**src/rtl/cmp_pkg.sv**
```systemverilog
// Shared types for the serial magnitude comparator: FSM state encoding and
// the one-hot {greater, equal, lesser} result encoding.
package cmp_pkg;

  typedef enum logic [1:0] {
    IDLE = 2'd0,
    SCAN = 2'd1,
    DONE = 2'd2
  } state_t;

  // Bit order matches the output bundle {A_greater_B, A_equal_B, A_lesser_B}.
  typedef enum logic [2:0] {
    RES_NONE = 3'b000,
    GT       = 3'b100,
    EQ       = 3'b010,
    LT       = 3'b001
  } result_t;

endpackage

```
**src/rtl/cmp_slice.sv**
```systemverilog
// Combinational unsigned compare of one SLICE-bit chunk of the two operands.
module cmp_slice #(
  parameter int SLICE = 1
) (
  input  logic [SLICE-1:0] a,
  input  logic [SLICE-1:0] b,
  output logic             gt,
  output logic             eq,
  output logic             lt
);

  assign gt = (a > b);
  assign eq = (a == b);
  assign lt = (a < b);

endmodule

```
**src/rtl/serial_mag_comparator.sv**
```systemverilog
// Serial magnitude comparator: scans captured operands MSB slice first and
// reports a one-hot greater/equal/lesser result plus the slice count examined.
module serial_mag_comparator
  import cmp_pkg::*;
#(
  parameter  int WIDTH      = 8,
  parameter  int SLICE      = 1,
  parameter  int EARLY_EXIT = 1,
  localparam int NSL        = WIDTH / SLICE,
  localparam int CW         = $clog2(NSL) + 1
) (
  input  logic             clk,
  input  logic             rst_n,
  input  logic             in_valid,
  output logic             in_ready,
  input  logic [WIDTH-1:0] A,
  input  logic [WIDTH-1:0] B,
  input  logic             signed_mode,
  output logic             out_valid,
  input  logic             out_ready,
  output logic             A_greater_B,
  output logic             A_equal_B,
  output logic             A_lesser_B,
  output logic [CW-1:0]    cycles
);

  localparam int IW = (NSL > 1) ? $clog2(NSL) : 1;

  state_t           state_q, state_d;
  logic [WIDTH-1:0] a_q, a_d;
  logic [WIDTH-1:0] b_q, b_d;
  logic [IW-1:0]    idx_q, idx_d;
  logic [CW-1:0]    cnt_q, cnt_d;
  result_t          res_q, res_d;
  logic             found_q, found_d;

  logic [SLICE-1:0] a_sl, b_sl;
  logic             sl_gt, sl_eq, sl_lt;

  // Slice index 0 addresses the most significant slice.
  always_comb begin
    a_sl = '0;
    b_sl = '0;
    for (int i = 0; i < NSL; i++) begin
      if (idx_q == IW'(i)) begin
        a_sl = a_q[WIDTH-1-i*SLICE -: SLICE];
        b_sl = b_q[WIDTH-1-i*SLICE -: SLICE];
      end
    end
  end

  cmp_slice #(
    .SLICE(SLICE)
  ) u_slice (
    .a  (a_sl),
    .b  (b_sl),
    .gt (sl_gt),
    .eq (sl_eq),
    .lt (sl_lt)
  );

  always_comb begin
    state_d = state_q;
    a_d     = a_q;
    b_d     = b_q;
    idx_d   = idx_q;
    cnt_d   = cnt_q;
    res_d   = res_q;
    found_d = found_q;

    unique case (state_q)
      IDLE: begin
        if (in_valid) begin
          // Flipping the sign bits maps two's-complement order onto unsigned order.
          a_d     = signed_mode ? {~A[WIDTH-1], A[WIDTH-2:0]} : A;
          b_d     = signed_mode ? {~B[WIDTH-1], B[WIDTH-2:0]} : B;
          idx_d   = '0;
          cnt_d   = '0;
          res_d   = RES_NONE;
          found_d = 1'b0;
          state_d = SCAN;
        end
      end

      SCAN: begin
        cnt_d = cnt_q + CW'(1);
        if (!found_q && !sl_eq) begin
          found_d = 1'b1;
          if (sl_gt) begin
            res_d = GT;
          end else if (sl_lt) begin
            res_d = LT;
          end
        end
        if ((EARLY_EXIT != 0) && !sl_eq) begin
          state_d = DONE;
        end else if (idx_q == IW'(NSL - 1)) begin
          state_d = DONE;
          if (!found_q && sl_eq) begin
            res_d = EQ;
          end
        end else begin
          idx_d = idx_q + IW'(1);
        end
      end

      DONE: begin
        if (out_ready) begin
          state_d = IDLE;
        end
      end

      default: state_d = IDLE;
    endcase
  end

  always_ff @(posedge clk or negedge rst_n) begin
    if (!rst_n) begin
      state_q <= IDLE;
      a_q     <= '0;
      b_q     <= '0;
      idx_q   <= '0;
      cnt_q   <= '0;
      res_q   <= RES_NONE;
      found_q <= 1'b0;
    end else begin
      state_q <= state_d;
      a_q     <= a_d;
      b_q     <= b_d;
      idx_q   <= idx_d;
      cnt_q   <= cnt_d;
      res_q   <= res_d;
      found_q <= found_d;
    end
  end

  assign in_ready  = (state_q == IDLE);
  assign out_valid = (state_q == DONE);
  assign cycles    = cnt_q;

  // Result flags are only exposed while the result is being offered.
  assign {A_greater_B, A_equal_B, A_lesser_B} = (state_q == DONE) ? res_q : RES_NONE;

endmodule

```
**config.mk**
```make
export PLATFORM = sky130hd
export DESIGN_NAME = serial_mag_comparator
export DESIGN_NICKNAME = d
export VERILOG_FILES = /design/src/rtl/cmp_pkg.sv /design/src/rtl/cmp_slice.sv /design/src/rtl/serial_mag_comparator.sv
export SDC_FILE = /design/constraint.sdc
export NUM_CORES = 1
export LEC_CHECK = 0
export ABC_AREA = 1
export ABC_CLOCK_PERIOD_IN_PS = 3100
export CAP_MARGIN = 20
export CORE_AREA = 2 2 59 117
export CTS_CLUSTER_SIZE = 40
export DETAILED_ROUTE_END_ITERATION = 10
export DIE_AREA = 0 0 61 119
export HOLD_SLACK_MARGIN = 0.03
export SYNTH_ARGS = -nofsm -noshare
export SYNTH_HDL_FRONTEND = slang
export SYNTH_SLANG_ARGS = --single-unit
```
**constraint.sdc**
```tcl
create_clock -name clk -period 3.1 [get_ports clk]
set_input_delay 0.62 -clock clk [delete_from_list [all_inputs] [get_ports clk]]
set_output_delay 0.62 -clock clk [all_outputs]
set_load 0.03 [all_outputs]
```
==> results.py <==
metrics = {
    "run_status": {
        "status": "completed",
    },
    "timing": {
        "final-setup-viol-count": 0,
        "worst_slack_ns": 0.491,
        "hold_viol": 0,
        "skew_ns": 0.00445,
        "max_slew_margin": 0.746,
        "tightest_slew_ns": 0.378,
        "fmaxAchievable_ghz": 0.383,
        "period_share": 0.842,
        "maxSlewViolCount": 0,
        "rsz0062_at_grt": "false",
        "fin_crit_ns": 2.61,
        "finalSetupTns_ns": 0,
    },
    "power": {
        "p_clk_frac": 0.233,
        "intPower_uw": 1260,
        "netSwitchingPower_uw": 880,
        "p_per_area_nw_per_um2": 1010,
        "p_seq_frac": 0.314,
        "power.share.switching": 0.411,
        "cellLeakagePower_uw": 0.00104,
        "p_total_uw": 2140,
        "vdd_drop_max_v": 0.000524,
        "combPwrFrac": 0.453,
    },
    "global_routing": {
        "grt_max_degree": 30,
        "first_global_vias": 1317,
        "grt_pass1_wl_um": 5710,
        "antenna_found_initial": 0,
        "grtUsageTotal": 0.104,
        "grt-ovfl-total": 0,
    },
    "logic_synthesis": {
        "yosys.area.top_type_share": 0.468,
        "synth_most_common_cell": "nand2_1",
        "synth_area_um2": 1550,
        "netlist_top_cells_area": "dfrtp_1 47%, nand2_1 18%, ha_1 7.3%",
        "synth_nets": 229,
        "netlist_instances": 199,
        "synth.distinct_cells": 28,
        "synth-edff-count": 0,
        "yosysWarnings": 0,
        "synth_flop_cell": "dfrtp_1",
        "synth_commonest_cells": "75 x nand2_1, 29 x dfrtp_1, 26 x inv_1",
        "ys_seq_elements": 29,
        "synth_top_cell_by_area": "dfrtp_1",
        "syn_avg_cell_area_um2": 7.79,
        "synth_async_sr_flop_share": 1.00,
        "ys_seq_area_frac": 0.468,
    },
    "setup_path": {
        "critPathKind": "flop to flop",
        "regToRegEndpoint": "idx_q[2]",
        "reg2reg_slack_ns": 0.49,
        "critPathMaxStageDelay_ns": 0.42,
        "setup.worst_path.start": "idx_q[0]",
        "crit_top_cell": "nand2_1",
        "cpLargestDelayFamily": "simple AND/OR/NAND/NOR gates",
        "worstPathArrival_ns": 2.76,
        "rr_worst_depth": 18,
        "start_kind": "flop",
        "r2r-start": "idx_q[0]",
        "worstPathCellList": "ha_1 > ha_1 > inv_1 > o21ai_2 > inv_1 > nand2_1 > nand2_1 > nand2_1 > nand2_1 > nand2_1 > nand2_1 > nand2_1 > ha_1 > inv_1 > nor3_1 > nor2_1 > inv_1 > o22ai_1",
        "cp.required_ns": 3.25,
        "worst-path-max-fanout": 5,
        "worst_path_max_delay_cell": "dfrtp_1",
        "cp-end-kind": "flop",
        "cp.depth": 18,
        "critical_path_buf_inv_count": 4,
    },
    "clocking": {
        "postCtsSetupBuffers": 0,
        "cts_buffers": 5,
        "cts_sinks": 29,
        "clkTransAtPathRegs_ns": 0.05,
        "htreeDepth": 2,
        "clk_latency_ns": 0.27,
        "postCtsHoldBufs": 0,
        "clockBufferDepth": 2,
        "cts_tree": "built",
        "root_buffer": "clkbuf_16",
        "cts_resized": 0,
    },
    "route": {
        "ant_nets": 0,
        "drt-initial-drc-count": 62,
        "avgViaCountPerCell": 4.11,
        "routedWlPerCell_um": 10.2,
        "routed_wl_um": 3300,
        "firstDrtPassIters": 4,
        "vias": 1332,
        "drcViolationCount": 0,
    },
    "worst_hold_path": {
        "worstHoldEndpoint": "b_q[0]",
        "hold_path.class": "flop to flop",
        "hold_depth": 2,
        "hp-start": "b_q[0]",
    },
    "placed_design": {
        "postPlaceCellArea_um2": 1950,
        "gp_congestion": 0.830,
        "place_ws_ns": 0.530,
        "dp_hpwl_um": 2480,
        "dp_cells": 316,
        "portBuffers": 29,
    },
    "die": {
        "core-area_um2": 6460,
        "die-width_um": 61,
        "placementRows": 42,
        "dieHeight_um": 119,
        "start_util": 0.240,
        "dieArea_um2": 7260,
        "io_pins": 30,
    },
    "layout": {
        "nNetsFinal": 265,
        "antenna_cells": 0,
        "fill_cells": 697,
        "layout-drive-gt1-share": 0.0847,
        "stdcell_count": 324,
        "area_delta_synth_final_pct": 36.2,
        "fin_area_um2": 2110,
    },
    "run": {
        "maxCapViolations": 0,
    },
}
## how the worst max path moves through the flow
stage,to,slack (ns)
final,idx_q[2],0.49
after detailed placement,idx_q[2],0.53
after CTS,idx_q[2],0.50
after global placement,idx_q[2],0.64
after floorplan,idx_q[2],0.87
after global routing,idx_q[0],0.16
## kinds of logic after synthesis
logic type	after synthesis	synth area share
AO/OA/AOI/OAI	22	0.0847
AND/OR/NAND/NOR	104	0.274
buffers and inverters	31	0.0775
multiplexers	1	0.00646
adder cells (fa/ha/maj)	9	0.0726
flip-flops	29	0.468
XOR/XNOR	3	0.0170
## power groups by stage
stage	clock network, uW	logic (uW)	registers, uW
3_5_place_dp	0	977	678
4_1_cts	508	982	674
6_report	498	969	672
2_1_floorplan	0	667	694
3_3_place_gp	0	948	676
5_1_grt	530	1120	699
## metrics by stage
step | utilization | hold slack [ns]
floorplan | - | 0.324
global placement | 0.302 | 0.466
detailed placement | 0.302 | 0.470
CTS | 0.327 | 0.481
global route | 0.327 | 0.505
finish | 0.327 | 0.479
## worst min-delay path, cell delays in order (launching register included)
cell     delay, ns
dfrtp_1       0.34
nand2_1       0.05
nand2_1       0.05
## final cells by class
class / count / area, um2 / area share
clock inverter: 1 / 5.00 / 0.00237
clock buffer: 7 / 153 / 0.0723
tap: 88 / 110 / 0.0521
sequential: 29 / 726 / 0.344
timing repair buffer: 31 / 305 / 0.145
inverter: 29 / 109 / 0.0515
multi-input combinational: 139 / 704 / 0.334
## per-layer routing
metal	global-route usage	share of wire	up-vias
li1	-	-	682
met1	0.130	0.43	598
met2	0.161	0.49	46
met3	0.0347	0.062	6
met4	0.0421	0.015	0
met5	0	0	-
## flip-flops by register name, indices dropped and copies added, names as in the netlist
| register | cells |
|---|---|
| a_q | 8 |
| b_q | 8 |
| cycles | 4 |
| found_q | 1 |
| idx_q | 3 |
| res_q | 3 |
| state_q | 2 |
## placed cells by master, fill, tap and decap left out, types with 2 or more instances in the layout
cell and count:
clkdlybuf4s50_1 29, inv_1 26, dfrtp_1 29, clkbuf_16 5, a21oi_1 3, nand2_1 75
clkbuf_8 2, nand3_1 7, inv_2 2, buf_4 2, nor2_1 15, ha_1 9
nand2_2 2, o22ai_1 3, o21ai_0 10, xnor2_1 2
Power figures use the tool's default switching activity.
